`config.mk`:
```
export PLATFORM = sky130hd
export DESIGN_NAME = uart_tx_arbiter_flat
export DESIGN_NICKNAME = d
export VERILOG_FILES = /design/src/rtl/uart_tx_arbiter_if.sv /design/src/rtl/uart_tx_arbiter.sv /design/src/flat_wrapper.sv
export SDC_FILE = /design/constraint.sdc
export NUM_CORES = 1
export LEC_CHECK = 0
export ABC_CLOCK_PERIOD_IN_PS = 2400
export BUFFER_PORTS_ARGS = -buffer_cell sky130_fd_sc_hd__buf_2
export CORE_AREA = 3 3 67 69
export DETAILED_ROUTE_END_ITERATION = 16
export DIE_AREA = 0 0 70 72
export GPL_TIMING_DRIVEN = 0
export PLACE_DENSITY_LB_ADDON = 0.1
export SLEW_MARGIN = 20
export SYNTH_ARGS = -nofsm -noshare
export SYNTH_HDL_FRONTEND = slang
export SYNTH_SLANG_ARGS = --single-unit
export TNS_END_PERCENT = 50
```
`constraint.sdc`:
```
create_clock -name tx_clk -period 2.4 [get_ports tx_clk]
set_input_delay 0.48 -clock tx_clk [delete_from_list [all_inputs] [get_ports tx_clk]]
set_output_delay 0.48 -clock tx_clk [all_outputs]
set_load 0.1 [all_outputs]
```
`src/rtl/uart_tx_arbiter_if.sv`:
```
// Requester and UART TX handshake bundle for uart_tx_arbiter.
// slave is the arbiter side; master is the requester/TX environment side.
interface uart_tx_arbiter_if #(
    parameter int DATA_WIDTH = 8,
    parameter int NUM_REQ    = 4
);
    logic [NUM_REQ-1:0]            req_valid;
    logic [NUM_REQ*DATA_WIDTH-1:0] req_data;
    logic [NUM_REQ-1:0]            req_ack;
    logic [NUM_REQ-1:0]            req_done;
    logic [DATA_WIDTH-1:0]         tx_p_data;
    logic                          tx_data_valid;
    logic                          tx_busy;

    modport slave (
        input  req_valid,
        input  req_data,
        input  tx_busy,
        output req_ack,
        output req_done,
        output tx_p_data,
        output tx_data_valid
    );

    modport master (
        output req_valid,
        output req_data,
        output tx_busy,
        input  req_ack,
        input  req_done,
        input  tx_p_data,
        input  tx_data_valid
    );
endinterface

```
`src/rtl/uart_tx_arbiter.sv`:
```
// Round-robin sharing of one UART transmitter among NUM_REQ requesters.
// Define UART_ARB_FIXED_PRIO_EN for fixed priority (lowest index wins).
module uart_tx_arbiter #(
    parameter int DATA_WIDTH   = 8,
    parameter int NUM_REQ      = 4,
    parameter int BUSY_TIMEOUT = 15
) (
    input  logic                       tx_clk,
    input  logic                       rst,
    uart_tx_arbiter_if.slave           bus,
    output logic                       timeout_err,
    output logic [$clog2(NUM_REQ)-1:0] grant,
    output logic                       arb_busy
);
    localparam int GW = $clog2(NUM_REQ);
    localparam int CW = $clog2(BUSY_TIMEOUT + 1);

    typedef enum logic [1:0] {
        IDLE,
        LOAD,
        WAIT_BUSY,
        WAIT_DONE
    } state_t;

    state_t                state;
    state_t                state_nxt;
    logic [GW-1:0]         ptr;
    logic [GW-1:0]         ptr_nxt;
    logic [GW-1:0]         grant_nxt;
    logic [GW-1:0]         adv;
    logic [GW-1:0]         win;
    logic                  found;
    logic [DATA_WIDTH-1:0] p_data;
    logic [DATA_WIDTH-1:0] p_data_nxt;
    logic [CW-1:0]         cnt;
    logic [CW-1:0]         cnt_nxt;
    logic [NUM_REQ-1:0]    done_q;
    logic [NUM_REQ-1:0]    done_nxt;
    logic                  err_nxt;
    logic [NUM_REQ-1:0]    ack;

    // Pointer after a finished or aborted frame.
`ifdef UART_ARB_FIXED_PRIO_EN
    assign adv = '0;
`else
    assign adv = (grant == GW'(NUM_REQ - 1)) ? '0 : grant + GW'(1);
`endif

    // Find the first pending requester at or after ptr, wrapping.
    always_comb begin
        int idx;
        logic [GW-1:0] sel;
        idx   = 0;
        sel   = '0;
        win   = ptr;
        found = 1'b0;
        for (int k = 0; k < NUM_REQ; k++) begin
            idx = int'(ptr) + k;
            if (idx >= NUM_REQ) idx = idx - NUM_REQ;
            sel = GW'(idx);
            if (!found && bus.req_valid[sel]) begin
                win   = sel;
                found = 1'b1;
            end
        end
    end

    // Next-state and next registered-output logic.
    always_comb begin
        state_nxt  = state;
        ptr_nxt    = ptr;
        grant_nxt  = grant;
        p_data_nxt = p_data;
        cnt_nxt    = cnt;
        done_nxt   = '0;
        err_nxt    = 1'b0;
        unique case (state)
            IDLE: begin
                if (found && !bus.tx_busy) begin
                    grant_nxt  = win;
                    p_data_nxt = bus.req_data[int'(win) * DATA_WIDTH +: DATA_WIDTH];
                    state_nxt  = LOAD;
                end
            end
            LOAD: begin
                cnt_nxt   = '0;
                state_nxt = WAIT_BUSY;
            end
            WAIT_BUSY: begin
                if (bus.tx_busy) begin
                    state_nxt = WAIT_DONE;
                end else begin
                    if (cnt != CW'(BUSY_TIMEOUT)) cnt_nxt = cnt + CW'(1);
                    // Abort on the edge where the count would reach the limit.
                    if (cnt >= CW'(BUSY_TIMEOUT - 1)) begin
                        err_nxt   = 1'b1;
                        ptr_nxt   = adv;
                        state_nxt = IDLE;
                    end
                end
            end
            WAIT_DONE: begin
                if (!bus.tx_busy) begin
                    done_nxt[grant] = 1'b1;
                    ptr_nxt         = adv;
                    state_nxt       = IDLE;
                end
            end
            default: state_nxt = IDLE;
        endcase
    end

    // State and registered outputs.
    always_ff @(posedge tx_clk or negedge rst) begin
        if (!rst) begin
            state       <= IDLE;
            ptr         <= '0;
            grant       <= '0;
            p_data      <= '0;
            cnt         <= '0;
            done_q      <= '0;
            timeout_err <= 1'b0;
        end else begin
            state       <= state_nxt;
            ptr         <= ptr_nxt;
            grant       <= grant_nxt;
            p_data      <= p_data_nxt;
            cnt         <= cnt_nxt;
            done_q      <= done_nxt;
            timeout_err <= err_nxt;
        end
    end

    // Acknowledge decoded from the LOAD state and the granted index.
    always_comb begin
        ack = '0;
        if (state == LOAD) ack[grant] = 1'b1;
    end

    assign bus.req_ack       = ack;
    assign bus.req_done      = done_q;
    assign bus.tx_p_data     = p_data;
    assign bus.tx_data_valid = (state == LOAD);
    assign arb_busy          = (state != IDLE);
endmodule

```
`src/flat_wrapper.sv`:
```
// flat-port wrapper written by rule: the top's interface ports become plain ports
module uart_tx_arbiter_flat 
#(
    parameter int DATA_WIDTH   = 8,
    parameter int NUM_REQ      = 4,
    parameter int BUSY_TIMEOUT = 15
)
  (tx_clk, rst, timeout_err, grant, arb_busy, bus_req_valid, bus_req_data, bus_tx_busy, bus_req_ack, bus_req_done, bus_tx_p_data, bus_tx_data_valid);
  uart_tx_arbiter_if #(.DATA_WIDTH(DATA_WIDTH), .NUM_REQ(NUM_REQ)) bus_i ();
  input  logic tx_clk;
  input  logic rst;
  output logic timeout_err;
  output logic [$clog2(NUM_REQ)-1:0] grant;
  output logic arb_busy;
  input wire logic [$bits(bus_i.req_valid)-1:0] bus_req_valid;
  input wire logic [$bits(bus_i.req_data)-1:0] bus_req_data;
  input wire logic [$bits(bus_i.tx_busy)-1:0] bus_tx_busy;
  output wire logic [$bits(bus_i.req_ack)-1:0] bus_req_ack;
  output wire logic [$bits(bus_i.req_done)-1:0] bus_req_done;
  output wire logic [$bits(bus_i.tx_p_data)-1:0] bus_tx_p_data;
  output wire logic [$bits(bus_i.tx_data_valid)-1:0] bus_tx_data_valid;
  assign bus_i.req_valid = bus_req_valid;
  assign bus_i.req_data = bus_req_data;
  assign bus_i.tx_busy = bus_tx_busy;
  assign bus_req_ack = bus_i.req_ack;
  assign bus_req_done = bus_i.req_done;
  assign bus_tx_p_data = bus_i.tx_p_data;
  assign bus_tx_data_valid = bus_i.tx_data_valid;
  uart_tx_arbiter #(.DATA_WIDTH(DATA_WIDTH), .NUM_REQ(NUM_REQ), .BUSY_TIMEOUT(BUSY_TIMEOUT)) u_core (.tx_clk(tx_clk), .rst(rst), .bus(bus_i), .timeout_err(timeout_err), .grant(grant), .arb_busy(arb_busy));
endmodule
```
==> metrics.md <==
| Metric | Value |
|---|---|
| Nets | `272` |
| Drt first pass iters | `4` |
| Setup WS pre-CTS | `slightly above 300 ps` |
| Area Overhead vs Synth | `26.39%` |
| Max Root-Sink Buffers | `2` |
| Cell Area, Placed | `~1900 um2` |
| Initial Util | `39.04%` |
| Slew Limit Fails | `0` |
| Hold Slack | `roughly 190 ps` |
| # setup viols final | `0` |
| Row Count | `23` |
| Critical path origin | `u_core.state[1]` |
| Seq/Total Area, Yosys | `37.13%` |
| Vias in the first global route | `approximately 1400` |
| Most frequent cells in the layout | `59 x buf_2, 23 x dfrtp_1, 17 x inv_1` |
| Setup ws final | `between 300 and 400 ps` |
| Synth warnings | `0` |
| Overall die height | `between 70 and 80 um` |
| Reg2reg setup slack | `between 300 and 400 ps` |
| Clock skew | `around 3.3 ps` |
| Synth Area per Inst | `~9.7 um2` |
| GPL Wtd Cong | `approximately 0.83` |
| Sw frac | `slightly above 60%` |
| CP Capture Type | `output pin` |
| Reg2Reg Depth | `8` |
| # diodes | `0` |
| Clock root buffer | `clkbuf_8` |
| IO Pins | `60` |
| Crit start category | `register` |
| Per-cell routed wire length | `~14 um` |
| Port Buffers | `58` |
| Reg2Reg Capture Point | `u_core.state[1]` |
| Worst EP arrival | `roughly 1600 ps` |
| Run status | `finished, final reports clean` |
| Die extent in x | `70 um` |
| 1st-iter DRT viols | `49` |
| Net Switching | `around 1700 uW` |
| Die area | `approximately 5000 um2` |
| Crit path required time | `roughly 1900 ps` |
| CTS Hold Bufs | `0` |
| Largest net degree at the start of global routing | `24` |
| Slew @ Worst Pin | `a little under 700 ps` |
| Vias per cell | `between 5 and 6` |
| Share of cells above drive strength 1 | `38.29%` |
| MaxCap Viol Count | `0` |
| Post-CTS resize count | `0` |
| Post-Syn Nets | `~210` |
| Worst Hold Class | `in -> async` |
| Fmax | `around 500 MHz` |
| Power per cell area | `1436 nW/um2` |
| Worst vdd rail ir drop | `~0.00059 V` |
| Core area | `approximately 4000 um2` |
| DR vias | `1376` |
| #FFs+latches synth | `23` |
| Post-layout util | `between 40% and 50%` |
| Relative slew margins | `54.81%` |
| Inserted Clock Buffers | `3` |
| Most common cell after layout, fill and taps aside | `buf_2` |
| Worst setup path class | `reg -> out` |
| Worst-Skew Late Latency | `about 260 ps` |
| Final WL | `roughly 3700 um` |
| Instance count of the mapped netlist | `160` |
| Final ANT Viol Nets | `0` |
| Clk pwr share | `8.8%` |
| Combinational share of power | `just under 70%` |
| # Post-CTS Setup Buffers | `0` |
| Critical path peak fanout | `5` |
| Leak | `about 0.00097 uW` |
| GRT Total Usage | `between 10% and 20%` |
| Congestion Overflow GR | `0` |
| Fin crit share | `a little under nine tenths` |
| Clock transition at the registers of the reported paths | `about 80 ps` |
| Reg power frac | `between 20% and 30%` |
| Sink Count | `23` |
| Drt drc | `0` |
| Final min period | `2044 ps` |
| Synthesized area | `~1600 um2` |
| First-pass GRT wire length | `6472 um` |
| Unrepaired setup endpoints after global routing | `no` |
| R2R Path Start | `u_core.state[0]` |
| CTS tree | `yes` |
| Setup tns final | `0 ps` |
| Final Cell Area | `roughly 2000 um2` |
| DP HPWL | `~3000 um` |
| Initial antenna violation count | `0` |
| H-tree depth | `1` |
| Unique masters post-synth | `37` |
| Hold Fails Final Rpt | `0` |
| Power Internal | `between 1000 and 1500 uW` |
## cell type report
class	count	area, um2
Sequential cell	23	575.6
Clock buffer	3	41.29
Buffer	5	43.79
Inverter	17	63.81
Tap cell	50	62.56
Timing Repair Buffer	58	290.3
Fill cell	376	2012
Multi-Input combinational cell	115	874.6
Clock inverter	1	7.507
## cell usage after synthesis
| library cell | instances | share of area [%] |
|---|---|---|
| and2_1 | 8 | 3.2 |
| o211a_1 | 1 | 0.65 |
| nor3_1 | 4 | 1.3 |
| a21boi_1 | 1 | 0.48 |
| nor4_1 | 1 | 0.40 |
| buf_12 | 1 | 1.3 |
| mux2i_1 | 9 | 5.8 |
| nand3_1 | 3 | 0.97 |
| o211ai_1 | 1 | 0.48 |
| o21ai_4 | 2 | 2.1 |
| a21boi_0 | 1 | 0.48 |
| a21oi_2 | 1 | 0.57 |
| a2111o_1 | 1 | 0.73 |
| buf_2 | 1 | 0.32 |
| a21oi_1 | 3 | 0.97 |
| nand2_1 | 9 | 2.2 |
| o21ai_0 | 8 | 2.6 |
| nor2b_4 | 1 | 0.89 |
| a211oi_1 | 9 | 4.4 |
| and3b_2 | 1 | 0.65 |
| buf_6 | 1 | 0.73 |
| o311ai_0 | 1 | 0.57 |
| a21o_1 | 1 | 0.48 |
| o21ai_1 | 1 | 0.32 |
| nor2b_1 | 3 | 1.2 |
| and3_1 | 1 | 0.40 |
| dfrtp_1 | 23 | 37 |
| ha_1 | 10 | 8.1 |
| nor2_1 | 13 | 3.1 |
| o21bai_4 | 1 | 1.2 |
| inv_1 | 17 | 4.1 |
| a211oi_2 | 8 | 6.5 |
| or3_1 | 1 | 0.40 |
| mux2_2 | 1 | 0.73 |
| o31ai_1 | 1 | 0.48 |
| clkbuf_1 | 2 | 0.48 |
| a31oi_1 | 9 | 3.6 |
## state kept, by name, summed over array words and instances, names as in the netlist
name                  cells
u_core.timeout_err        1
u_core.grant              2
u_core.ptr                2
u_core.cnt                4
u_core.bus.tx_p_data      8
u_core.state              2
u_core.bus.req_done       4
## cells by family after synthesis
group | synth area share (%)
DFF | 37.13
buffers and inverters | 6.941
AOI/OAI and AO/OA | 26.55
and+or+nand+nor | 14.77
adders and majority gates | 8.071
muxes | 6.538
## stage by stage
stage	power [uW]	std cells
2_1_floorplan	2240	160
3_3_place_gp	2559	268
3_5_place_dp	2588	268
4_1_cts	2836	272
5_1_grt	2981	272
6_report	2814	272
## worst max path at each step
stage / to / cells after the start / slack [ps]
after floorplan: bus_req_ack[0] / 3 / 180
after global placement: u_core.bus.tx_p_data[7] / 5 / 340
after detailed placement: u_core.bus.tx_p_data[4] / 5 / 300
after CTS: bus_req_ack[3] / 4 / 350
after global routing: u_core.bus.tx_p_data[0] / 7 / 130
final: bus_req_ack[3] / 4 / 360
## critical path, stage by stage, from the launching register on
cell and delay, ps:
dfrtp_1 420, inv_1 110, ha_2 210, and2_2 140
buf_2 420
## metal layers
layer / up-vias / wire, um / GRT usage [%]
met2: 46 / 1793 / 27.07
met4: 0 / 14 / 3.830
met5: - / 0 / 0
li1: 695 / - / -
met1: 633 / 1681 / 19.13
met3: 2 / 253 / 3.324
## power groups by stage
stage          clock network, uW  registers [uW]  logic (uW)
4_1_cts                      254             626        1960
6_report                     246             626        1940
3_5_place_dp                   0             634        1950
2_1_floorplan                  0            1250         988
5_1_grt                      275             649        2060
3_3_place_gp                   0             626        1930
(Power assumes the default switching activity.)
